### config.mk
export PLATFORM = sky130hd
export DESIGN_NAME = pipeline_ctrl
export DESIGN_NICKNAME = d
export VERILOG_FILES = /design/src/rtl/pipeline_ctrl_pkg.sv /design/src/rtl/pipeline_ctrl_hazard_detect.sv /design/src/rtl/pipeline_ctrl.sv
export SDC_FILE = /design/constraint.sdc
export NUM_CORES = 1
export LEC_CHECK = 0
export CELL_PAD_IN_SITES_DETAIL_PLACEMENT = 1
export CELL_PAD_IN_SITES_GLOBAL_PLACEMENT = 1
export CORE_UTILIZATION = 44
export DETAILED_ROUTE_END_ITERATION = 6
export DONT_BUFFER_PORTS = 1
export HOLD_SLACK_MARGIN = 0.03
export PLACE_DENSITY_LB_ADDON = 0.3
export RECOVER_POWER = 25
export SLEW_MARGIN = 20
export SYNTH_ARGS = -nofsm -noshare
export SYNTH_HDL_FRONTEND = slang
export SYNTH_HIERARCHICAL = 1
export SYNTH_SLANG_ARGS = --single-unit
### constraint.sdc
create_clock -name clk -period 1.8 [get_ports clk]
set_input_delay 0.18 -clock clk [delete_from_list [all_inputs] [get_ports clk]]
set_output_delay 0.18 -clock clk [all_outputs]
set_load 0.05 [all_outputs]
### src/rtl/pipeline_ctrl_pkg.sv
// Shared types and constants for the pipeline stall/flush sequencer and its helpers.
package pipe_ctrl_pkg;

    localparam int REG_IDX_W = 5;

    // Must stay identical to the decode unit's jump output encoding.
    localparam logic [1:0] JUMP_NONE = 2'b00;
    localparam logic [1:0] JUMP_JAL  = 2'b01;
    localparam logic [1:0] JUMP_JALR = 2'b10;

    typedef enum logic [1:0] {
        RUN      = 2'd0,
        MEM_WAIT = 2'd1,
        ERROR    = 2'd2
    } ctrl_state_e;

endpackage

### src/rtl/pipeline_ctrl_hazard_detect.sv
// Load-use hazard detector between the EX load and the ID consumer; purely combinational.
module hazard_detect
    import pipe_ctrl_pkg::*;
(
    input  logic [REG_IDX_W-1:0] id_rs1,
    input  logic [REG_IDX_W-1:0] id_rs2,
    input  logic                 id_uses_rs1,
    input  logic                 id_uses_rs2,
    input  logic                 ex_mem_read,
    input  logic [REG_IDX_W-1:0] ex_rd,
    output logic                 load_use
);

    logic rs1_hit;
    logic rs2_hit;

    // x0 is hardwired to zero, so a load targeting it never creates a dependency.
    assign rs1_hit  = id_uses_rs1 && (id_rs1 == ex_rd);
    assign rs2_hit  = id_uses_rs2 && (id_rs2 == ex_rd);
    assign load_use = ex_mem_read && (ex_rd != '0) && (rs1_hit || rs2_hit);

endmodule

### src/rtl/pipeline_ctrl.sv
// Stall/flush sequencer for the 5-stage pipeline: combinational enables/flushes,
// registered dmem wait FSM with timeout trap and stall/redirect performance counters.
module pipeline_ctrl
    import pipe_ctrl_pkg::*;
#(
    parameter int MEM_TIMEOUT = 16,
    parameter int CNT_W       = 32
) (
    input  logic                 clk,
    input  logic                 rst_n,
    input  logic [REG_IDX_W-1:0] id_rs1,
    input  logic [REG_IDX_W-1:0] id_rs2,
    input  logic                 id_uses_rs1,
    input  logic                 id_uses_rs2,
    input  logic                 ex_mem_read,
    input  logic [REG_IDX_W-1:0] ex_rd,
    input  logic                 ex_branch_taken,
    input  logic [1:0]           ex_jump,
    input  logic                 mem_req,
    input  logic                 dmem_ready,
    output logic                 pc_write,
    output logic                 if_id_write,
    output logic                 if_id_flush,
    output logic                 id_ex_write,
    output logic                 id_ex_flush,
    output logic                 ex_mem_write,
    output logic                 mem_wb_flush,
    output logic                 redirect,
    output logic                 bus_error,
    output logic [CNT_W-1:0]     stall_cycles,
    output logic [CNT_W-1:0]     flush_count
);

    localparam logic [7:0] TIMEOUT_C = 8'(MEM_TIMEOUT);

    ctrl_state_e      state_q, state_d;
    logic [7:0]       wait_cnt_q, wait_cnt_d;
    logic             bus_error_q, bus_error_d;
    logic [CNT_W-1:0] stall_cnt_q, flush_cnt_q;

    logic load_use;
    logic redirect_req;
    logic freeze;

    hazard_detect u_hazard_detect (
        .id_rs1      (id_rs1),
        .id_rs2      (id_rs2),
        .id_uses_rs1 (id_uses_rs1),
        .id_uses_rs2 (id_uses_rs2),
        .ex_mem_read (ex_mem_read),
        .ex_rd       (ex_rd),
        .load_use    (load_use)
    );

    assign redirect_req = ex_branch_taken || (ex_jump != JUMP_NONE);

    always_comb begin
        freeze = 1'b0;
        unique case (state_q)
            RUN:      freeze = mem_req && !dmem_ready;
            MEM_WAIT: freeze = !dmem_ready;
            ERROR:    freeze = 1'b1;
            default:  freeze = 1'b1;
        endcase
    end

    // Priority freeze > redirect > load-use: a held redirect simply waits out a freeze
    // because EX does not advance, and a redirect kills the wrong-path ID instruction.
    always_comb begin
        pc_write     = 1'b1;
        if_id_write  = 1'b1;
        if_id_flush  = 1'b0;
        id_ex_write  = 1'b1;
        id_ex_flush  = 1'b0;
        ex_mem_write = 1'b1;
        mem_wb_flush = 1'b0;
        redirect     = 1'b0;
        if (freeze) begin
            pc_write     = 1'b0;
            if_id_write  = 1'b0;
            id_ex_write  = 1'b0;
            ex_mem_write = 1'b0;
            mem_wb_flush = 1'b1;
        end else if (redirect_req) begin
            redirect    = 1'b1;
            if_id_flush = 1'b1;
            id_ex_flush = 1'b1;
        end else if (load_use) begin
            pc_write    = 1'b0;
            if_id_write = 1'b0;
            id_ex_flush = 1'b1;
        end
    end

    // mem_req is deliberately ignored in MEM_WAIT: the access is already outstanding.
    always_comb begin
        state_d     = state_q;
        wait_cnt_d  = wait_cnt_q;
        bus_error_d = bus_error_q;
        unique case (state_q)
            RUN: begin
                if (mem_req && !dmem_ready) begin
                    state_d    = MEM_WAIT;
                    wait_cnt_d = 8'd1;
                end
            end
            MEM_WAIT: begin
                if (dmem_ready) begin
                    state_d    = RUN;
                    wait_cnt_d = 8'd0;
                end else if (wait_cnt_q == TIMEOUT_C) begin
                    state_d     = ERROR;
                    bus_error_d = 1'b1;
                end else begin
                    wait_cnt_d = wait_cnt_q + 8'd1;
                end
            end
            ERROR: begin
                bus_error_d = 1'b1;
            end
            default: begin
                state_d = ERROR;
            end
        endcase
    end

    always_ff @(posedge clk or negedge rst_n) begin
        if (!rst_n) begin
            state_q     <= RUN;
            wait_cnt_q  <= 8'd0;
            bus_error_q <= 1'b0;
        end else begin
            state_q     <= state_d;
            wait_cnt_q  <= wait_cnt_d;
            bus_error_q <= bus_error_d;
        end
    end

    always_ff @(posedge clk or negedge rst_n) begin
        if (!rst_n) begin
            stall_cnt_q <= '0;
            flush_cnt_q <= '0;
        end else begin
            if (!pc_write) begin
                stall_cnt_q <= stall_cnt_q + CNT_W'(1);
            end
            if (redirect) begin
                flush_cnt_q <= flush_cnt_q + CNT_W'(1);
            end
        end
    end

    assign bus_error    = bus_error_q;
    assign stall_cycles = stall_cnt_q;
    assign flush_count  = flush_cnt_q;

endmodule

==> metrics.csv, run 1 <==
stage;metric;value;unit
outcome;status;finished with violations;
outcome;failing checks;hold timing, setup timing;
floorplan;chip height;93.1;um
critical_path;CP top delay family;simple AND/OR/NAND/NOR gates;
clocking;Clock Latency Late Sink;0.34;ns
timing;Final WS setup;-0.134;ns
timing;Slew @ Worst Pin;0.543;ns
timing;RSZ-0062 raised after global routing;yes;
timing;achievable frequency;517;MHz
final_layout;Final Cell Area;0.00496;mm2
route;DR iter-0 viols;56;
critical_path;CP bufs+invs;1;
yosys;#FFs+latches synth;75;
floorplan;number of cell rows;32;
place;Post-DP Area;0.00459;mm2
timing;slew margin rel.;63.8;%
final_layout;most frequent cells in the layout;83 x buf_4, 62 x dfrtp_1, 53 x xnor2_1, 25 x nand2_1, 23 x nand3_1;
yosys;Post-Syn Area;0.00365;mm2
yosys;top-area cell type share of the netlist area;51.4;%
final_layout;fin cells;540;
clocking;CTS tree;built;
route;total routed wirelength;10400;um
place;Buffers on Ports;0;
final_layout;layout cells sized above 1;36.3;%
critical_path;Req. time, crit path;2.08;ns
power_and_ir_drop;Pleak;2.27;nW
floorplan;io pins;98;
clocking;CTS clock-pin slew for the worst setup and hold paths;0.09;ns
clocking;CTS sink count;75;
yosys;Area contributors post-synth;dfrtp_1 51%, xnor2_1 13%, xor2_1 4.6%;
power_and_ir_drop;PwrDens;791;mW/mm2
timing;Final setup viols;22;
grt;vias in the first global route;3270;
yosys;post-synthesis sequential area ratio;51.4;%
floorplan;chip width;93.1;um
floorplan;CORE AREA;0.00789;mm2
critical_path;max incr delay on CP;0.37;ns
grt;global route overflow;0;
final_layout;commonest non-fill, non-tap cell in the layout;buf_4;
place;Inst Count DP;520;
timing;final clock skew;0.00896;ns
clocking;Max clock buf depth;2;
yosys;dominant synthesized flop cell;dfrtp_1;
yosys;Yosys warnings;6;
clocking;Inserted Clock Buffers;9;
floorplan;Initial Utilization;46.3;%
grt;pin count of the biggest net entering global routing;76;
critical_path;crit path cell chain;xor2_1 > nor4_1 > nand3_1 > a21oi_2 > nor4b_4 > buf_4 > o31ai_4 > or3_4 > or3_4 > nand2_2;
timing;Tmin final;1.93;ns
yosys;cell type with the largest total area after synthesis;dfrtp_1;
grt;Total Routing Usage GR;24.7;%
route;Wirelength per Cell;19.2;um
final_layout;# fillers;832;
grt;initial antenna violation count;0;
route;DR DRC count;0;
timing;final hold vios;75;
clocking;Clk Tree Root Cell;clkbuf_8;
critical_path;Most common cell on crit path;or3_4;
timing;period utilization;107;%
critical_path;slowest CP cell;or3_4;
critical_path;CP Max Fanout;6;
critical_path;crit path DAT;2.22;ns
run;Max Cap Viol;0;
route;First-pass DRT Iterations;4;
timing;worst hold slack;-0.483;ns
clocking;CTS Hold Buffers Added;1;
critical_path;crit start category;input port;
critical_path;Critical Path Sink Type;flip-flop;
critical_path;Crit Path Class;input port to flip-flop;
floorplan;die area;0.00866;mm2
yosys;Post-synth ARST share;100;%
yosys;synthesized instance count;338;
clocking;H-tree depth;3;
yosys;Mapped Nets;367;
grt;first-pass GRT wire length;16400;um
yosys;Mean Syn Cell Area;10.8;um2
timing;setup TNS;-0.993;ns
route;via count;2935;
yosys;number of synthesized flops with an enable pin;0;
timing;Slew Limit Fails;0;
place;GP Congestion;0.764;
place;detailed placer's ending HPWL;7310;um
power_and_ir_drop;worst vdd ir;0.470;mV
route;number of vias per cell;5.44;
final_layout;Layout area overhead;36.1;%
yosys;Distinct cells, synth;39;
min_path;Hold Path Class;input port to asynchronous set/reset pin;
final_layout;nets@finish;462;
route;ANT nets after route;0;
final_layout;ant diodes;0;
## power by group
group          internal, mW  switching (mW)
logic                 0.259           0.535
registers              1.77          0.0594
clock network         0.641           0.661
total                  2.67            1.26
## repair_timing
action | CTS | global route
setup endpoints to repair | 30 | 43
pin swaps | 10 | 11
hold endpoints to repair | 77 | 75
setup buffers | 4 | 0
resized for setup | 14 | 19
## per-layer routing
metal	vias to the layer above	GRT usage (%)	part of all wire, %
met5	-	0	0
met4	0	8.21	1.5
met3	12	5.93	5.6
met2	85	45.6	54
met1	1463	27.7	39
li1	1375	-	-
## final cells by class
| cell class | instances | area [um2] | share of cell area (%) |
|---|---|---|---|
| multi-input combinational | 248 | 1930 | 39.0 |
| clock buffer | 10 | 128 | 2.57 |
| timing repair buffer | 94 | 797 | 16.1 |
| tap | 102 | 128 | 2.57 |
| inverter | 5 | 18.8 | 0.378 |
| sequential | 75 | 1890 | 38.1 |
| clock inverter | 6 | 66.3 | 1.34 |
## final timing paths
check / startpoint / slack, ns / cells past startpoint / endpoint
max reg2reg: flush_count[1] / -0.12 / 7 / flush_count[28]
min in group clk: dmem_ready / 0.08 / 3 / wait_cnt_q[1]
min: rst_n / -0.48 / 0 / flush_count[23]
min reg2reg: stall_cycles[30] / 0.51 / 1 / stall_cycles[30]
max: ex_rd[0] / -0.13 / 10 / stall_cycles[14]
max in group asynchronous: rst_n / 2.13 / 0 / flush_count[1]
## state kept, by name, summed over array words and instances (netlist names)
signal / cells
state_q: 2
wait_cnt_q: 8
flush_count: 32
bus_error: 1
stall_cycles: 32
## cells in the mapped netlist (2+ instances only)
| cell | instances |
|---|---|
| ha_1 | 4 |
| nor2b_1 | 2 |
| buf_2 | 2 |
| mux2_2 | 3 |
| nor3_1 | 4 |
| nand4_1 | 20 |
| and3_1 | 19 |
| or3_1 | 3 |
| nor2_1 | 11 |
| xnor2_1 | 55 |
| o21ai_1 | 2 |
| buf_4 | 3 |
| nand2_1 | 29 |
| and4_1 | 8 |
| nand3_1 | 27 |
| nor4_2 | 2 |
| clkbuf_1 | 5 |
| inv_1 | 5 |
| and2_1 | 6 |
| dfrtp_1 | 75 |
| a21oi_1 | 5 |
| o21ai_0 | 11 |
| nor4_1 | 3 |
| xor2_1 | 19 |
## through the flow
| step | power [mW] | utilization (%) | worst slack, ns |
|---|---|---|---|
| detailed placement | 2.64 | 58.2 | -0.436 |
| global placement | 2.61 | 58.2 | -0.344 |
| floorplan | 2.39 | - | -0.344 |
| global route | 4.09 | 62.9 | -0.253 |
| finish | 3.93 | 62.9 | -0.134 |
| CTS | 3.94 | 61.8 | -0.0606 |
## cells by family (layout without fill, tap and decap cells)
| logic type | after synthesis | after routing | synth area share, % |
|---|---|---|---|
| buf+inv | 15 | 115 | 1.92 |
| compound gates | 24 | 24 | 4.15 |
| flops | 75 | 75 | 51.4 |
| fa+ha+maj | 4 | 4 | 1.37 |
| mux | 3 | 3 | 0.926 |
| simple gates | 143 | 143 | 22.4 |
| xor+xnor | 74 | 74 | 17.8 |
Note: power is estimated with default switching activity, not from simulation.
==> run 2: changes to the inputs <==
CORE_UTILIZATION = 50   (was 44)
clock period = 2.5 ns   (was 1.8 ns; I/O delays follow)
==> run 2 against run 1 <==
Hold slack improved by 0.53 ns. Register-to-register slack improved by 0.46 ns. The flow finishes with violations (capacitance limit, slew limit). Via count fell by 1.9%. Power fell by 23%.
==> metrics.csv, run 2 (same netlist as run 1, synthesis figures left out) <==
stage;metric;value;unit;change
min_path;hold path start;dmem_ready;;
critical_path;CP Max Fanout;6;;unchanged
timing;final clock skew;0.0124;ns;was 0.00896 ns
grt;first-pass GRT wire length;15700;um;was 16,400 um
place;Buffers on Ports;0;;unchanged
critical_path;CP bufs+invs;0;;was 1
clocking;H-tree depth;3;;unchanged
grt;global route overflow;0;;unchanged
timing;period utilization;96.6;%;
route;total routed wirelength;9610;um;was 10,400 um
critical_path;Crit Path Class;input port to flip-flop;;unchanged
route;DR DRC count;0;;unchanged
power_and_ir_drop;worst vdd ir;0.293;mV;was 0.470 mV
clocking;Max clock buf depth;2;;unchanged
place;Post-DP Area;0.00419;mm2;was 0.00459 mm2
final_layout;Layout area overhead;22.4;%;was 36.1%
route;ANT nets after route;0;;unchanged
final_layout;ant diodes;0;;unchanged
outcome;status;finished with violations;;unchanged
final_layout;nets@finish;430;;was 462
floorplan;die area;0.00764;mm2;was 0.00866 mm2
place;GP Congestion;0.845;;was 0.764
grt;vias in the first global route;3111;;was 3,270
critical_path;Critical Path Sink Type;flip-flop;;unchanged
critical_path;max incr delay on CP;0.46;ns;was 0.37 ns
final_layout;register area;0.00188;mm2;was 0.00189 mm2
timing;achievable frequency;414;MHz;
floorplan;number of cell rows;30;;was 32
grt;M2 GR Usage;49.8;%;was 45.6%
critical_path;Crit. Startpoint;ex_rd[1];;was ex_rd[0]
final_layout;commonest non-fill, non-tap cell in the layout;dfrtp_1;;was buf_4
clocking;CTS tree;built;;unchanged
timing;final hold vios;0;;was 75
critical_path;crit path cell chain;xor2_1 > nor4_1 > nand3_1 > a21oi_1 > nor4b_2 > o31ai_2 > or3_1 > or3_1 > nand2_1;;was xor2_1 > nor4_1 > nand3_1 > a21oi_2 > nor4b_4 > buf_4 > o31ai_4 > or3_4 > or3_4 > nand2_2
critical_path;crit path DAT;2.70;ns;was 2.22 ns
critical_path;Req. time, crit path;2.79;ns;was 2.08 ns
grt;Total Routing Usage GR;27.2;%;was 24.7%
final_layout;layout cells sized above 1;22.4;%;was 36.3%
place;detailed placer's ending HPWL;6690;um;was 7310 um
grt;initial antenna violation count;0;;unchanged
route;DR iter-0 viols;112;;was 56
place;Inst Count DP;483;;was 520
grt;met3 Use GR;6.82;%;was 5.93%
timing;Tmin final;2.41;ns;
outcome;failing checks;capacitance limit, slew limit;;was hold timing, setup timing
timing;Slew Limit Fails;76;;was 0
final_layout;fin cells;502;;was 540
timing;RSZ-0062 raised after global routing;no;;was yes
final_layout;# fillers;742;;was 832
route;First-pass DRT Iterations;4;;unchanged
timing;slew margin rel.;-23.9;%;was 63.8%
clocking;Clock Latency Late Sink;0.36;ns;was 0.34 ns
timing;worst hold slack;0.0453;ns;was -0.483 ns
route;number of vias per cell;5.74;;was 5.44
floorplan;Initial Utilization;52.8;%;was 46.3%
floorplan;CORE AREA;0.00691;mm2;was 0.00789 mm2
power_and_ir_drop;Pleak;2.06;nW;was 2.27 nW
clocking;Clk Tree Root Cell;clkbuf_8;;unchanged
clocking;# resized after CTS;0;;was 14
run;Max Cap Viol;1;;was 0
critical_path;Most common cell on crit path;or3_1;;was or3_4
clocking;CTS sink count;75;;unchanged
clocking;Setup Buffers After CTS;0;;was 4
grt;pin count of the biggest net entering global routing;76;;unchanged
final_layout;area of the multi-input gates;0.00173;mm2;was 0.00193 mm2
timing;Final setup viols;0;;was 22
final_layout;most frequent cells in the layout;75 x dfrtp_1, 59 x buf_4, 55 x xnor2_1, 29 x nand2_1, 27 x nand3_1;;was 83 x buf_4, 62 x dfrtp_1, 53 x xnor2_1, 25 x nand2_1, 23 x nand3_1
final_layout;Final Cell Area;0.00446;mm2;was 0.00496 mm2
grt;Most Crowded Layer GR;met2;;unchanged
clocking;CTS clock-pin slew for the worst setup and hold paths;0.09;ns;about the same
grt;met1 usage;31.3;%;was 27.7%
floorplan;chip height;87.4;um;was 93.1 um
floorplan;chip width;87.4;um;was 93.1 um
critical_path;CP top delay family;simple AND/OR/NAND/NOR gates;;unchanged
critical_path;crit start category;input port;;unchanged
timing;Slew @ Worst Pin;1.86;ns;was 0.543 ns
critical_path;slowest CP cell;or3_1;;was or3_4
route;Wirelength per Cell;19.1;um;was 19.2 um
min_path;Hold Path Class;input port to flip-flop;;was input port to asynchronous set/reset pin
critical_path;Worst R2R Start;state_q[0];;was flush_count[1]
clocking;Inserted Clock Buffers;9;;unchanged
power_and_ir_drop;PwrDens;679;mW/mm2;was 791 mW/mm2
floorplan;io pins;98;;unchanged
route;via count;2880;;was 2,935
run 2: cell count changes in the layout (fill, tap and decap cells not counted), sizes merged:
cell | previous run | this run
bufinv | 1 | 3
dlygate4sd3 | 1 | 2
clkbuf | 10 | 11
clkinvlp | 3 | 0
clkinv | 2 | 3
buf | 93 | 59
run 2: stage by stage:
stage / TNS, ns / utilization, % / setup slack (ns) / power [mW]
after floorplan: -0.00740 / - / -0.00740 / 1.69
after global placement: 0 / 60.7 / 0.0603 / 1.83
after detailed placement: -2.33 / 60.7 / -0.193 / 1.85
after CTS: 0 / 65.0 / 0.127 / 3.05
after global routing: 0 / 64.6 / 0.0235 / 3.15
final: 0 / 64.6 / 0.0852 / 3.03
run 2: worst register-to-register path, stage by stage (launching register included):
cell     delay (ns)
dfrtp_1        0.45
o21ba_4        0.29
or4_4          0.55
nor3_4         0.31
and3_1         0.26
xor2_1         0.20
run 2: report_power, final:
part / switching (mW) / internal, mW
logic: 0.395 / 0.159
clock network: 0.483 / 0.692
registers: 0.0313 / 1.27
run 2: path summary, 6_finish.rpt:
| check | to | slack, ns | cells after the start |
|---|---|---|---|
| setup / recovery | stall_cycles[14] | 0.09 | 9 |
| hold / removal | wait_cnt_q[0] | 0.05 | 1 |
| setup reg to reg | flush_count[20] | 0.34 | 5 |
| hold reg to reg | wait_cnt_q[7] | 0.56 | 2 |
| max in group asynchronous | wait_cnt_q[7] | 0.39 | 2 |
| min in group asynchronous | stall_cycles[19] | 1.03 | 2 |
run 2: cell type report:
cell class	instances	share of cell area (%)
clock inverters	6	2.52
flip-flops and latches	75	42.0
multi-input cells	248	38.8
well taps	96	2.69
clock buffers	10	3.08
inverters	5	0.420
repair buffers	62	10.5
run 2: what timing repair did:
item / 4_1_cts / 5_1_grt
endpoints found under the setup margin: 0 / 0
endpoints found under the hold margin: 76 / 0
hold buffers: 3 / 0
run 2: per-layer routing:
| layer | vias up | share of wire, % |
|---|---|---|
| li1 | 1306 | - |
| met1 | 1478 | 38 |
| met2 | 87 | 55 |
| met3 | 9 | 5.6 |
| met4 | 0 | 1.2 |
| met5 | - | 0 |
==> run 3: changes to the inputs <==
CORE_UTILIZATION = 52   (was 50)
CTS_BUF_LIST = sky130_fd_sc_hd__clkbuf_16   (was not set)
==> run 3 against run 2 <==
The run still ends with capacitance limit, slew limit left. Utilization up 2.6 points. Combinational power increased by 2%. Register-to-register slack hardly changed. Critical path depth is 2 higher. Non-clock buffer count rose by 3. First-iteration DRC count up 16%. Cell area up 2.4%. Fmax rose by 4.3%. Largest power group is now clock. Highest routed layer unchanged.
==> metrics.csv, run 3 (same netlist as run 1, synthesis figures left out) <==
stage;metric;value;unit;change
route;total routed wirelength;10100;um;was 9610 um
place;Post-DP Area;0.00421;mm2;was 0.00419 mm2
floorplan;Initial Utilization;53.7;%;was 52.8%
final_layout;nets@finish;433;;was 430
final_layout;Final Cell Area;0.00457;mm2;was 0.00446 mm2
critical_path;Req. time, crit path;2.71;ns;was 2.79 ns
timing;Slew @ Worst Pin;1.64;ns;was 1.86 ns
final_layout;most frequent cells in the layout;75 x dfrtp_1, 62 x buf_4, 55 x xnor2_1, 29 x nand2_1, 27 x nand3_1;;was 75 x dfrtp_1, 59 x buf_4, 55 x xnor2_1, 29 x nand2_1, 27 x nand3_1
clocking;Inserted Clock Buffers;9;;unchanged
clocking;CTS sink count;75;;unchanged
final_layout;ant diodes;0;;unchanged
critical_path;slowest CP cell;xnor2_1;;was or3_1
timing;slew margin rel.;-9.29;%;was -23.9%
grt;vias in the first global route;3196;;was 3,111
floorplan;die area;0.00736;mm2;was 0.00764 mm2
place;Buffers on Ports;0;;unchanged
clocking;# resized after CTS;0;;unchanged
grt;global route overflow;0;;unchanged
clocking;H-tree depth;3;;unchanged
grt;pin count of the biggest net entering global routing;76;;unchanged
timing;Final setup viols;0;;unchanged
critical_path;crit path cell chain;xor2_1 > nor4_2 > nand3_1 > a21oi_1 > nor4b_2 > buf_4 > o31ai_2 > nor3_1 > buf_4 > nand4_1 > xnor2_1;;was xor2_1 > nor4_1 > nand3_1 > a21oi_1 > nor4b_2 > o31ai_2 > or3_1 > or3_1 > nand2_1
floorplan;number of cell rows;30;;unchanged
critical_path;CP bufs+invs;2;;was 0
outcome;status;finished with violations;;unchanged
route;via count;2923;;was 2,880
clocking;Setup Buffers After CTS;0;;unchanged
place;Inst Count DP;486;;was 483
critical_path;Crit. Startpoint;ex_rd[0];;was ex_rd[1]
timing;Tmin final;2.32;ns;was 2.41 ns
final_layout;Layout area overhead;25.3;%;was 22.4%
clocking;Clk Tree Root Cell;clkbuf_16;;was clkbuf_8
grt;first-pass GRT wire length;16300;um;was 15,700 um
route;First-pass DRT Iterations;4;;unchanged
final_layout;fin cells;505;;was 502
critical_path;Crit Path Class;input port to flip-flop;;unchanged
floorplan;io pins;98;;unchanged
floorplan;chip width;85.8;um;was 87.4 um
timing;final clock skew;0.00724;ns;was 0.0124 ns
timing;period utilization;92.6;%;was 96.6%
critical_path;crit path DAT;2.53;ns;was 2.70 ns
critical_path;Most common cell on crit path;buf_4;;was or3_1
floorplan;chip height;85.8;um;was 87.4 um
clocking;Clock Latency Late Sink;0.33;ns;was 0.36 ns
timing;RSZ-0062 raised after global routing;no;;unchanged
clocking;CTS clock-pin slew for the worst setup and hold paths;0.06;ns;was 0.09 ns
route;DR iter-0 viols;130;;was 112
clocking;Max clock buf depth;2;;unchanged
critical_path;max incr delay on CP;0.31;ns;was 0.46 ns
route;number of vias per cell;5.79;;was 5.74
power_and_ir_drop;Pleak;2.12;nW;was 2.06 nW
timing;final hold vios;0;;unchanged
min_path;hold path start;dmem_ready;;unchanged
timing;achievable frequency;432;MHz;was 414 MHz
critical_path;crit start category;input port;;unchanged
grt;initial antenna violation count;0;;unchanged
final_layout;layout cells sized above 1;22.2;%;was 22.4%
clocking;CTS tree;built;;unchanged
critical_path;CP Max Fanout;13;;was 6
grt;Total Routing Usage GR;29.0;%;was 27.2%
route;ANT nets after route;0;;unchanged
timing;Slew Limit Fails;76;;unchanged
min_path;Hold Path Class;input port to flip-flop;;unchanged
place;GP Congestion;0.763;;was 0.845
route;DR DRC count;0;;unchanged
clocking;CTS Hold Buffers Added;3;;unchanged
critical_path;Critical Path Sink Type;flip-flop;;unchanged
timing;setup TNS;0;ns;unchanged
floorplan;CORE AREA;0.00679;mm2;was 0.00691 mm2
place;detailed placer's ending HPWL;6580;um;was 6690 um
power_and_ir_drop;worst vdd ir;0.369;mV;was 0.293 mV
power_and_ir_drop;PwrDens;732;mW/mm2;was 679 mW/mm2
critical_path;Worst R2R Start;state_q[0];;unchanged
run;Max Cap Viol;1;;unchanged
final_layout;commonest non-fill, non-tap cell in the layout;dfrtp_1;;unchanged
critical_path;CP top delay family;simple AND/OR/NAND/NOR gates;;unchanged
route;Wirelength per Cell;20.0;um;was 19.1 um
outcome;failing checks;capacitance limit, slew limit;;unchanged
final_layout;Final Util;67.3;%;was 64.6%
power_and_ir_drop;Power Total;3.35;mW;was 3.03 mW
run 3: cell count changes in the layout (fill, tap and decap cells not counted), sizes merged:
cell / delta
clkbuf: -2
clkinv: -2
inv: +2
clkinvlp: +1
buf: +4
run 3: path summary, 6_finish.rpt:
check / end / slack, ns / cells after the start
worst max-delay path: stall_cycles[17] / 0.18 / 11
min in group asynchronous: flush_count[28] / 0.94 / 2
worst min-delay path: wait_cnt_q[0] / 0.15 / 1
worst max register to register: flush_count[30] / 0.35 / 5
max in group asynchronous: stall_cycles[4] / 0.58 / 2
worst min register to register: wait_cnt_q[7] / 0.54 / 2
run 3: area by class of cell:
type,instances,area [um2]
Clock buffer,9,225
Tap cell,96,120
Clock inverter,7,109
Inverter,5,18.8
Sequential cell,75,1880
Timing Repair Buffer,65,490
Fill cell,715,2220
Multi-Input combinational cell,248,1730
run 3: metal layers:
metal | GRT usage, % | up-vias | share of wire [%]
li1 | - | 1312 | -
met1 | 33.6 | 1494 | 40
met2 | 52.8 | 103 | 54
met3 | 7.60 | 14 | 5.0
met4 | 8.18 | 0 | 1.4
met5 | 0 | - | 0
run 3: per-stage QoR:
step	setup slack (ns)	hold WS (ns)
after global routing	0.0868	0.138
after floorplan	-0.00740	-0.0456
final	0.184	0.145
after detailed placement	0.0242	-0.0442
after global placement	0.181	-0.0441
after CTS	0.195	0.149
run 3: power breakdown:
group	total (mW)	internal, mW	leakage (nW)	switching (mW)
Clock	1.48	0.965	0.166	0.511
Combinational	0.565	0.159	0.946	0.406
Sequential	1.30	1.27	1.01	0.0317
Total	3.35	2.40	2.12	0.949
